$ cat src/rtl/prg_bridge_pkg.sv
// Shared types and sizing for the monitor-to-program-RAM bridge.
// Imported by the bridge top and its synchronizer.
package prg_bridge_pkg;

  localparam int ADDR_W_DEF  = 8;
  localparam int DATA_W_DEF  = 8;
  localparam int HALT_DEF    = 4;
  localparam int RELEASE_DEF = 4;

  typedef enum logic [2:0] {
    S_RUN,
    S_HALT,
    S_PIDLE,
    S_WRITE,
    S_READ,
    S_CAPTURE,
    S_RELEASE
  } state_t;

  // Counter runs 0..max-1, so it needs clog2(max) bits, at least one.
  function automatic int cnt_w(input int a, input int b);
    int m;
    m = (a > b) ? a : b;
    return (m < 2) ? 1 : $clog2(m);
  endfunction

  localparam int CNT_W_DEF = cnt_w(HALT_DEF, RELEASE_DEF);

endpackage

$ cat src/rtl/prg_mem_bridge_sync_edge.sv
// Multi-flop synchronizer with a registered previous value.
// Exposes the synced level and a one-cycle rising-edge pulse.
module sync_edge
  import prg_bridge_pkg::*;
#(
  parameter int STAGES = 2
) (
  input  logic i_clk,
  input  logic i_rst_n,
  input  logic i_d,
  output logic o_level,
  output logic o_rise
);

  logic [STAGES-1:0] r_sync;
  logic              r_prev;

  // Shift the async input in and remember last synced value.
  always_ff @(posedge i_clk or negedge i_rst_n) begin
    if (!i_rst_n) begin
      r_sync <= '0;
      r_prev <= 1'b0;
    end else begin
      r_sync <= {r_sync[STAGES-2:0], i_d};
      r_prev <= r_sync[STAGES-1];
    end
  end

  assign o_level = r_sync[STAGES-1];
  assign o_rise  = r_sync[STAGES-1] & ~r_prev;

endmodule

$ cat src/rtl/prg_mem_bridge.sv
// Monitor PIO to program RAM bridge with CPU/monitor arbitration.
// The CPU is held in reset whenever the monitor owns the RAM.
module prg_mem_bridge
  import prg_bridge_pkg::*;
#(
  parameter int ADDR_W         = ADDR_W_DEF,
  parameter int DATA_W         = DATA_W_DEF,
  parameter int SYNC_STAGES    = 2,
  parameter int HALT_CYCLES    = HALT_DEF,
  parameter int RELEASE_CYCLES = RELEASE_DEF
) (
  input  logic              clk_clk,
  input  logic              reset_reset_n,
  input  logic [ADDR_W-1:0] prg_ma,
  input  logic [DATA_W-1:0] prg_wd,
  output logic [DATA_W-1:0] prg_rd,
  input  logic              prg_clock,
  input  logic              prg_we,
  input  logic              reset_1,
  input  logic [ADDR_W-1:0] cpu_addr,
  output logic [DATA_W-1:0] cpu_rdata,
  output logic              cpu_reset_n,
  output logic [ADDR_W-1:0] mem_addr,
  output logic [DATA_W-1:0] mem_wdata,
  output logic              mem_we,
  input  logic [DATA_W-1:0] mem_rdata,
  output logic              overrun
);

  localparam int CNT_W = cnt_w(HALT_CYCLES, RELEASE_CYCLES);
  localparam logic [CNT_W-1:0] HALT_LAST =
    CNT_W'(HALT_CYCLES - 1);
  localparam logic [CNT_W-1:0] REL_LAST =
    CNT_W'(RELEASE_CYCLES - 1);

  state_t            r_state;
  state_t            w_nxt;
  logic [CNT_W-1:0]  r_cnt;
  logic [CNT_W-1:0]  w_cnt_nxt;
  logic [ADDR_W-1:0] r_ma;
  logic [DATA_W-1:0] r_wd;
  logic [DATA_W-1:0] r_rd;
  logic              r_ovr;

  logic w_edge;
  logic w_unused_clk_lvl;
  logic w_we;
  logic w_unused_we_rise;
  logic w_rst1;
  logic w_rst1_rise;
  logic w_latch;
  logic w_capture;
  logic w_ovr_set;
  logic w_own;

  sync_edge #(.STAGES(SYNC_STAGES)) u_sync_clk (
    .i_clk   (clk_clk),
    .i_rst_n (reset_reset_n),
    .i_d     (prg_clock),
    .o_level (w_unused_clk_lvl),
    .o_rise  (w_edge)
  );

  sync_edge #(.STAGES(SYNC_STAGES)) u_sync_we (
    .i_clk   (clk_clk),
    .i_rst_n (reset_reset_n),
    .i_d     (prg_we),
    .o_level (w_we),
    .o_rise  (w_unused_we_rise)
  );

  sync_edge #(.STAGES(SYNC_STAGES)) u_sync_rst1 (
    .i_clk   (clk_clk),
    .i_rst_n (reset_reset_n),
    .i_d     (reset_1),
    .o_level (w_rst1),
    .o_rise  (w_rst1_rise)
  );

  // Next-state, counter and strobe decode for the mode FSM.
  always_comb begin
    w_nxt     = r_state;
    w_cnt_nxt = r_cnt;
    w_latch   = 1'b0;
    w_capture = 1'b0;
    w_ovr_set = 1'b0;
    unique case (r_state)
      S_RUN: begin
        if (w_rst1) begin
          w_nxt     = S_HALT;
          w_cnt_nxt = '0;
        end
      end
      S_HALT: begin
        if (r_cnt == HALT_LAST) begin
          w_nxt     = S_PIDLE;
          w_cnt_nxt = '0;
        end else begin
          w_cnt_nxt = r_cnt + 1'b1;
        end
      end
      S_PIDLE: begin
        if (w_edge) begin
          w_latch = 1'b1;
          w_nxt   = w_we ? S_WRITE : S_READ;
        end else if (!w_rst1) begin
          w_nxt     = S_RELEASE;
          w_cnt_nxt = '0;
        end
      end
      S_WRITE: begin
        w_nxt     = S_READ;
        w_ovr_set = w_edge;
      end
      S_READ: begin
        w_nxt     = S_CAPTURE;
        w_ovr_set = w_edge;
      end
      S_CAPTURE: begin
        w_nxt     = S_PIDLE;
        w_capture = 1'b1;
        w_ovr_set = w_edge;
      end
      S_RELEASE: begin
        if (w_rst1_rise) begin
          w_nxt     = S_HALT;
          w_cnt_nxt = '0;
        end else if (r_cnt == REL_LAST) begin
          w_nxt     = S_RUN;
          w_cnt_nxt = '0;
        end else begin
          w_cnt_nxt = r_cnt + 1'b1;
        end
      end
      default: begin
        w_nxt     = S_RELEASE;
        w_cnt_nxt = '0;
      end
    endcase
  end

  // State and counter registers; reset parks in RELEASE.
  always_ff @(posedge clk_clk or negedge reset_reset_n) begin
    if (!reset_reset_n) begin
      r_state <= S_RELEASE;
      r_cnt   <= '0;
    end else begin
      r_state <= w_nxt;
      r_cnt   <= w_cnt_nxt;
    end
  end

  // Latch monitor address/data on the accepted strobe edge.
  always_ff @(posedge clk_clk or negedge reset_reset_n) begin
    if (!reset_reset_n) begin
      r_ma <= '0;
      r_wd <= '0;
    end else if (w_latch) begin
      r_ma <= prg_ma;
      r_wd <= prg_wd;
    end
  end

  // Read-back capture and sticky overrun flag.
  always_ff @(posedge clk_clk or negedge reset_reset_n) begin
    if (!reset_reset_n) begin
      r_rd  <= '0;
      r_ovr <= 1'b0;
    end else begin
      if (w_capture) r_rd <= mem_rdata;
      if (w_ovr_set) r_ovr <= 1'b1;
    end
  end

  assign w_own = (r_state == S_PIDLE)
              || (r_state == S_WRITE)
              || (r_state == S_READ)
              || (r_state == S_CAPTURE);

  assign mem_addr    = w_own ? r_ma : cpu_addr;
  assign mem_wdata   = r_wd;
  assign mem_we      = (r_state == S_WRITE);
  assign cpu_reset_n = (r_state == S_RUN);
  assign cpu_rdata   = mem_rdata;
  assign prg_rd      = r_rd;
  assign overrun     = r_ovr;

endmodule

$ cat config.mk
export PLATFORM = sky130hd
export DESIGN_NAME = prg_mem_bridge
export DESIGN_NICKNAME = d
export VERILOG_FILES = /design/src/rtl/prg_bridge_pkg.sv /design/src/rtl/prg_mem_bridge_sync_edge.sv /design/src/rtl/prg_mem_bridge.sv
export SDC_FILE = /design/constraint.sdc
export NUM_CORES = 1
export LEC_CHECK = 0
export ABC_AREA = 0
export CORE_UTILIZATION = 45
export DETAILED_ROUTE_END_ITERATION = 6
export PLACE_DENSITY = 0.94
export SLEW_MARGIN = 20
export SYNTH_ARGS = -nofsm -noshare
export SYNTH_HDL_FRONTEND = slang
export SYNTH_SLANG_ARGS = --single-unit
$ cat constraint.sdc
create_clock -name clk_clk -period 3.5 [get_ports clk_clk]
set_clock_uncertainty 0.15 [all_clocks]
set_input_delay 0.525 -clock clk_clk [delete_from_list [all_inputs] [get_ports clk_clk]]
set_output_delay 0.525 -clock clk_clk [all_outputs]
set_load 0.05 [all_outputs]
Word level (Yosys, flattened, before mapping):

Cells that the tools add are included.

* output and inout bits: 35
* input bits: 37
* logic and storage cells: 56
* register bits after elaboration: 38

* $add $sub $neg: 1
* multiplexer cells: 19
* bitwise gates (word level): 5
* equality and inequality tests: 13
* reductions and logical operators: 7

Operators by type and width (count)
* 3-bit 2-to-1 mux: 7
* 3-bit one-hot mux with 7 select lines: 1
* 2-bit 2-to-1 mux: 5
* 2-bit one-hot mux with 5 select lines: 1
* 3-bit equality test, second input constant: 3
* 8-bit 2-to-1 mux: 1
* 4-bit AND reduction: 2
* 3-bit by 2-bit equality test with 1-bit output, second input constant: 2
* 2-bit inequality test, second input constant: 3
* 1-bit 2-to-1 mux: 4
* 3-bit by 1-bit equality test with 1-bit output, second input constant: 1
* 3-bit zero test: 1
* 1-bit logical OR: 3
* 3-bit by 2-bit inequality test with 1-bit output, second input constant: 1
* 3-bit inequality test, second input constant: 1
* 1-bit NOT: 3
* 3-bit OR reduction: 1
* 2-bit by 1-bit adder with 2-bit output, second input constant: 1
* 1-bit AND: 2
* 2-bit equality test, second input constant: 1
* 2-bit by 1-bit inequality test with 1-bit output, second input constant: 1

Longest topological paths before layout:

Gate-level depths: netlist of the first run.

* depth after elaboration: 5
* mapped depth: 5
* mapped depth without buffers: 4

Modules after synthesis:

A second synthesis of the first run with hierarchy kept.

* cell total of the unflattened synthesis: 124
* area total of the unflattened synthesis: 1769.2 um^2

Modules (own cells, without submodules)
* prg_mem_bridge: cells an instance 112, instances 1, seq. area each 753.2 um^2, area each 1502.7 um^2
* sync_edge: cells an instance 4, instances 3, seq. area each 75.1 um^2, area each 88.8 um^2

Least setup slack after synthesis of the first run:

OpenSTA, ideal clock, no wires.

* path type: register to output
* start point: register r_state[0]
* end point: output cpu_reset_n
* cell stages (with the launch flop): 3
* data required time: 2825 ps
* slack: 1186 ps
* arrival time: 1639 ps
* path through: dfrtp_1 buf_2 nor3_1

* cells in the longest elaborated chain, start to end: 1

RTL lines
* start: declaration: RTL line prg_mem_bridge.sv:36 `state_t r_state;`
* start signal: assignment: RTL line prg_mem_bridge.sv:148 `r_state <= w_nxt;`
* 3-bit zero test: RTL line prg_mem_bridge.sv:183 `assign cpu_reset_n = (r_state == S_RUN);`
* end: declaration: RTL line prg_mem_bridge.sv:22 `output logic cpu_reset_n,`

Every way passes these cells.

Worst setup path after layout of the first run:

* start point: register r_state[2]
* end point: output mem_addr[7]

* cells in the longest elaborated chain, start to end: 5
* elaborated cells on any way between the ends: 8
* those cells by class: eq/ne: 4; mux: 1; reduce/logical: 3

RTL lines
* 3-bit by 2-bit equality test with 1-bit output (on tied branches): RTL line prg_mem_bridge.sv:175, prg_mem_bridge.sv:176
* 1-bit logical OR: RTL line prg_mem_bridge.sv:176 `|| (r_state == S_WRITE)`
* 1-bit logical OR: RTL line prg_mem_bridge.sv:177 `|| (r_state == S_READ)`
* 1-bit logical OR *: RTL line prg_mem_bridge.sv:178 `|| (r_state == S_CAPTURE);`
* 8-bit 2-to-1 mux *: RTL line prg_mem_bridge.sv:180 `assign mem_addr = w_own ? r_ma : cpu_addr;`
* end: declaration: RTL line prg_mem_bridge.sv:23 `output logic [ADDR_W-1:0] mem_addr,`

Mark *: on every way between the ends. The rest lies on a longest branch, timed or not.

==> impl_metrics.env, run 1 <==
export IMPL_post_cts_repair_setup_buffers=0
export IMPL_synth_largest_type_area_fraction_pct=53.29
export IMPL_worst_skew_pair_late_latency_ps=280
export IMPL_n_fill_cell=235
export IMPL_slew_at_the_pin_closest_to_its_max_slew_limit_ps=836.9
export IMPL_syn_num_nets=162
export IMPL_path_class="reg2out"
export IMPL_fp_row_count=21
export IMPL_initial_utilization_pct=48.74
export IMPL_antenna_violating_nets_post_route=0
export IMPL_max_slew_margin_pct=44.15
export IMPL_critPathArrivalTime_ps=2590
export IMPL_synth_async_reset_ratio_pct=100.0
export IMPL_netlist_area_um2=1690
export IMPL_drtIter0Drc=37
export IMPL_maxClockFrequency_ghz=0.3065
export IMPL_groute_usage_overall_pct=20.37
export IMPL_report_final_setup_viol=0
export IMPL_first_global_vias=1301
export IMPL_cellLeakagePower_nw=1.041
export IMPL_io_pins=72
export IMPL_power_share_clock_pct=14.8
export IMPL_detail_route_wl_per_cell_um=15.35
export IMPL_dpl_hpwl_um=2667
export IMPL_worst_setup_hold_path_clk_slew_ps=70
export IMPL_yosys_cell_count_top_type="dfrtp_1"
export IMPL_p_sw_mw=1.123
export IMPL_post_route_clock_period_utilization_pct=93.23
export IMPL_cts_tree="yes"
export IMPL_synth_edff_count=0
export IMPL_timing_final_max_slew_violations=0
export IMPL_drc=0
export IMPL_ys_seq_area_share_pct=56.40
export IMPL_vias=1203
export IMPL_antenna_found_initial=0
export IMPL_grt_start_max_net_pins=39
export IMPL_synthFlopType="dfrtp_1"
export IMPL_wirelength_um=3639
export IMPL_grt_pass1_wl_um=6258
export IMPL_antenna_diodes=0
export IMPL_yosys_register_bits=38
export IMPL_placed_cell_area_um2=2367
export IMPL_tritoncts_num_sinks=38
export IMPL_coreArea_um2=3468
export IMPL_postSynthCellCount=124
export IMPL_post_route_min_period_ps=3263
export IMPL_dr_pass1_iters=4
export IMPL_synth_largest_area_cell="dfrtp_1"
export IMPL_unrepaired_setup_endpoints_after_global_routing="no"
export IMPL_post_synth_num_cell_types=35
export IMPL_timing_hold_worst_class="in2async"
export IMPL_cp_start_kind="register"
export IMPL_synth_cells_most_frequent="36 x dfrtp_1, 23 x mux2_2, 9 x mux2_1, 8 x buf_4"
export IMPL_setup_tns_final_ps=0
export IMPL_crit_path_max_fanout=12
export IMPL_width_of_the_die_um=63.29
export IMPL_ys_top_cells_by_area="dfrtp_1 53%, mux2_2 15%, mux2_1 6.0%, buf_4 3.6%, dfstp_2 3.1%"
export IMPL_irDropWorstVdd_v=0.0006551
export IMPL_max_cap_violations=0
export IMPL_viasPerCell=5.076
export IMPL_yosys_warnings=0
export IMPL_pwr_share_comb_pct=55.5
export IMPL_cts_root_buf="clkbuf_8"
export IMPL_fp_dieArea_um2=4006
export IMPL_clock_tree_htree_level_count=2
export IMPL_synth_area_per_cell_um2=13.63
export IMPL_cp_required_ps=2820
export IMPL_cts_inserted_buffers=5
export IMPL_dieHeight_um=63.29
export IMPL_post_route_cells_drive_above_1_share_pct=20.42
export IMPL_hold_violations=0
export IMPL_p_per_area_nw_per_um2=1019
export IMPL_status="completed"
export IMPL_share_seq_of_total_power_pct=29.7
export IMPL_finalInstanceArea_um2=2484
export IMPL_globalplace_congestion=0.9410
export IMPL_power_switching_share_pct=44.37
export IMPL_final_nets=228
export IMPL_power_internal_mw=1.408
export IMPL_cts_path_max_buffers=2
export IMPL_worst_setup_path_end_kind="primary output"
export IMPL_postCtsHoldBufs=0
export IMPL_cts_repair_resize_count=0
export IMPL_placement_io_buffers=71
export IMPL_grt_remaining_overflow=0
export IMPL_area_growth_pct=46.93
==> critical path, cell delays in order (launching register included) <==
cell and delay [ps]:
dfstp_2 660, nor2b_1 390, nor2_2 180, mux2_2 270, clkdlybuf4s50_1 810
==> sequential cells by signal, summed over array words and instances, names as in the netlist <==
name                cells
mem_wdata               8
prg_rd                  8
r_ma                    8
r_state                 3
r_cnt                   2
u_sync_clk.r_sync       2
u_sync_rst1.r_sync      2
u_sync_we.r_sync        2
overrun                 1
u_sync_clk.r_prev       1
u_sync_rst1.r_prev      1
==> per-stage QoR <==
stage	hold slack [ps]	power, mW	cells	worst slack [ps]	utilization (%)
floorplan	79.41	1.717	124	1186	-
global placement	184.0	2.111	229	705.6	68.25
detailed placement	186.5	2.162	229	583.7	68.25
CTS	203.4	2.545	237	266.7	71.61
global route	215.2	2.656	237	132.2	71.61
finish	181.1	2.531	237	237.0	71.61
==> layout make-up <==
type                       instances  area [um2]  share of cell area (%)
inverter                           2       7.507                  0.3023
clock inverter                     1       30.03                   1.209
timing repair buffer              71       705.7                   28.41
clock buffer                       7       86.33                   3.476
sequential                        38       953.4                   38.39
multi-input combinational         72       643.1                   25.89
tap                               46       57.56                   2.317
==> cells in the final DEF (no fill, tap or decap), types with 2 or more instances in the layout <==
master | Yosys | layout
mux2_1 | 9 | 9
nor3_1 | 3 | 3
inv_1 | 2 | 2
nor2b_1 | 2 | 2
dfstp_2 | 2 | 2
and2_1 | 2 | 2
o21ai_0 | 2 | 2
a21oi_1 | 4 | 4
mux2_2 | 23 | 23
nand3_1 | 2 | 2
clkbuf_8 | 0 | 6
dfrtp_1 | 36 | 36
a21o_1 | 2 | 2
clkdlybuf4s50_1 | 0 | 70
nor2_1 | 4 | 4
==> layer usage <==
layer  vias to the layer above  GRT usage (%)  routed length [um]
met5                         -              0                   0
met2                        55          34.95                1925
met3                         6          5.072                 180
li1                        566              -                   -
met1                       576          23.87                1471
met4                         0          9.375                  61
==> cell families after synthesis <==
family                     count (synthesis)  share of synthesized area (%)
DFF                                       38                          56.40
muxes                                     33                          21.91
and+or+nand+nor                           22                          8.513
AOI/OAI and AO/OA                         16                          6.885
buffers and inverters                     14                          5.551
adders and majority gates                  1                         0.7401
==> power by group through the flow <==
stage                     clock network, mW  registers, mW  logic, mW
after global placement                    0          0.739       1.37
after floorplan                           0           1.05      0.672
after global routing                  0.403          0.780       1.47
final                                 0.375          0.751       1.41
after detailed placement                  0          0.756       1.41
after CTS                             0.382          0.751       1.41
==> worst paths after layout <==
kind	to	start	slack [ps]	cells past startpoint
setup / recovery	mem_addr[7]	r_state[2]$_DFFE_PN1P_	240	4
hold / removal	mem_wdata[3]$_DFFE_PN0P_	reset_reset_n	180	1
setup reg to reg	mem_wdata[7]$_DFFE_PN0P_	r_state[1]$_DFFE_PN1P_	1160	3
hold reg to reg	u_sync_clk.r_sync[1]$_DFF_PN0_	u_sync_clk.r_sync[0]$_DFF_PN0_	210	0
max in group asynchronous	r_state[0]$_DFFE_PN0P_	reset_reset_n	2510	1
min in group clk_clk	u_sync_clk.r_sync[1]$_DFF_PN0_	u_sync_clk.r_sync[0]$_DFF_PN0_	210	0
No activity file was read; power rests on OpenSTA's default activity.
==> run 2: changes to the inputs <==
- REMOVE_ABC_BUFFERS: default -> 1
==> impl_metrics.env, run 2 (synthesized netlist as in run 1, its figures left out) <==
export IMPL_p_per_area_nw_per_um2=1008
export IMPL_critical_path_cell_list="nor2b_1, nor2_2, mux2_2, clkdlybuf4s50_1"
export IMPL_wirelength_um=3963
export IMPL_max_slew_margin_pct=44.12
export IMPL_p_sw_mw=1.149
export IMPL_cellLeakagePower_nw=1.030
export IMPL_vias=1236
export IMPL_post_route_clock_period_utilization_pct=93.33
export IMPL_setup_tns_final_ps=0
export IMPL_viasPerCell=5.215
export IMPL_cts_tree="yes"
export IMPL_worst_r2r_startpoint="r_state[1]$_DFFE_PN1P_"
export IMPL_drc=0
export IMPL_maxClockFrequency_ghz=0.3061
export IMPL_post_route_cells_drive_above_1_share_pct=20.94
export IMPL_antenna_diodes=0
export IMPL_area_growth_pct=45.89
export IMPL_placed_cell_area_um2=2367
export IMPL_cts_inserted_buffers=5
export IMPL_detail_route_wl_per_cell_um=16.72
export IMPL_io_pins=72
export IMPL_pwr_share_comb_pct=56.7
export IMPL_power_switching_share_pct=46.20
export IMPL_power_internal_mw=1.338
export IMPL_seq_cell_area_um2=953.4
export IMPL_postCtsHoldBufs=0
export IMPL_critical_path_s_slowest_cell="clkdlybuf4s50_1"
export IMPL_grt_pass1_wl_um=6417
export IMPL_unrepaired_setup_endpoints_after_global_routing="no"
export IMPL_most_used_cells_in_the_layout_excluding_fill_and_tap_cells="70 x clkdlybuf4s50_1, 36 x dfrtp_1, 23 x mux2_2"
export IMPL_worst_setup_hold_path_clk_slew_ps=70
export IMPL_finalInstanceArea_um2=2466
export IMPL_final_nets=228
export IMPL_antenna_found_initial=0
export IMPL_mostFrequentLayoutCell="clkdlybuf4s50_1"
export IMPL_post_cts_repair_setup_buffers=0
export IMPL_cpPeakStageDelay_ps=820
export IMPL_max_cap_violations=0
export IMPL_placement_io_buffers=71
export IMPL_cts_path_max_buffers=2
export IMPL_n_fill_cell=231
export IMPL_globalplace_congestion=0.8937
export IMPL_grt_remaining_overflow=0
export IMPL_cp_required_ps=2820
export IMPL_first_global_vias=1345
export IMPL_post_route_min_period_ps=3267
export IMPL_worst_path_dominant_cell_family="buffers and inverters"
export IMPL_timing_final_max_slew_violations=0
export IMPL_critPathArrivalTime_ps=2590
export IMPL_antenna_violating_nets_post_route=0
export IMPL_cts_repair_resize_count=0
export IMPL_hold_violations=0
export IMPL_power_share_clock_pct=12.8
export IMPL_critical_path_n_buffers_inverters=1
export IMPL_clock_tree_htree_level_count=2
export IMPL_dieHeight_um=63.29
export IMPL_cp_start_kind="register"
export IMPL_grt_start_max_net_pins=39
export IMPL_crit_start="r_state[2]$_DFFE_PN1P_"
export IMPL_irDropWorstVdd_v=0.0007321
export IMPL_dr_pass1_iters=4
export IMPL_cts_root_buf="clkbuf_8"
export IMPL_share_seq_of_total_power_pct=30.5
export IMPL_initial_utilization_pct=48.74
export IMPL_path_class="reg2out"
export IMPL_groute_usage_overall_pct=21.67
export IMPL_coreArea_um2=3468
export IMPL_crit_path_max_fanout=12
export IMPL_worst_setup_path_end_kind="primary output"
export IMPL_drtIter0Drc=26
export IMPL_dpl_hpwl_um=2872
export IMPL_multiInputGateArea_um2=643.1
export IMPL_status="completed"
export IMPL_slew_at_the_pin_closest_to_its_max_slew_limit_ps=837.3
export IMPL_fp_dieArea_um2=4006
export IMPL_report_final_setup_viol=0
export IMPL_width_of_the_die_um=63.29
export IMPL_fp_row_count=21
export IMPL_tritoncts_num_sinks=38
export IMPL_timing_hold_worst_class="in2async"
export IMPL_worst_skew_pair_late_latency_ps=290
-- run 2: cell count changes in the layout (fill, tap and decap cells not counted) --
cell	delta
clkbuf_1	-1
inv_6	+1
clkinvlp_4	+1
bufinv_16	-1
-- run 2: path summary, 6_finish.rpt --
check	cells past startpoint	slack, ps	endpoint
worst max-delay path	4	230	mem_addr[6]
worst min-delay path	1	170	mem_wdata[5]$_DFFE_PN0P_
worst max register to register	3	1160	r_ma[7]$_DFFE_PN0P_
worst min register to register	0	200	u_sync_we.r_sync[1]$_DFF_PN0_
max in group asynchronous	1	2510	r_cnt[1]$_DFFE_PN0P_
min in group clk_clk	0	200	u_sync_we.r_sync[1]$_DFF_PN0_
-- run 2: cell type report --
| class | instances | share of cell area (%) |
|---|---|---|
| flip-flops and latches | 38 | 38.66 |
| repair buffers | 71 | 28.61 |
| multi-input cells | 72 | 26.08 |
| clock buffers | 6 | 3.349 |
| well taps | 46 | 2.334 |
| clock inverters | 2 | 0.6596 |
| inverters | 2 | 0.3044 |
-- run 2: power groups by stage --
stage	Combinational, mW	Sequential [mW]	Clock, mW
2_1_floorplan	0.602	1.08	0
3_3_place_gp	1.37	0.743	0
3_5_place_dp	1.41	0.760	0
4_1_cts	1.42	0.757	0.325
5_1_grt	1.47	0.784	0.341
6_report	1.41	0.757	0.319
-- run 2: metal layers --
layer	track usage (%)	up-vias	wire, um
met5	0	-	0
met4	12.22	0	168
met3	5.797	17	216
met2	39.38	53	2157
met1	22.24	601	1421
li1	-	565	-
-- run 2: through the flow --
stage	utilization (%)	worst slack, ps	hold slack (ps)	cells	total power, mW
final	71.10	233.3	173.8	237	2.487
after global routing	71.10	164.7	227.8	237	2.593
after CTS	71.10	253.6	193.9	237	2.499
after detailed placement	68.25	592.9	185.5	229	2.167
after global placement	68.25	707.7	183.0	229	2.113
after floorplan	-	1208	79.41	112	1.679
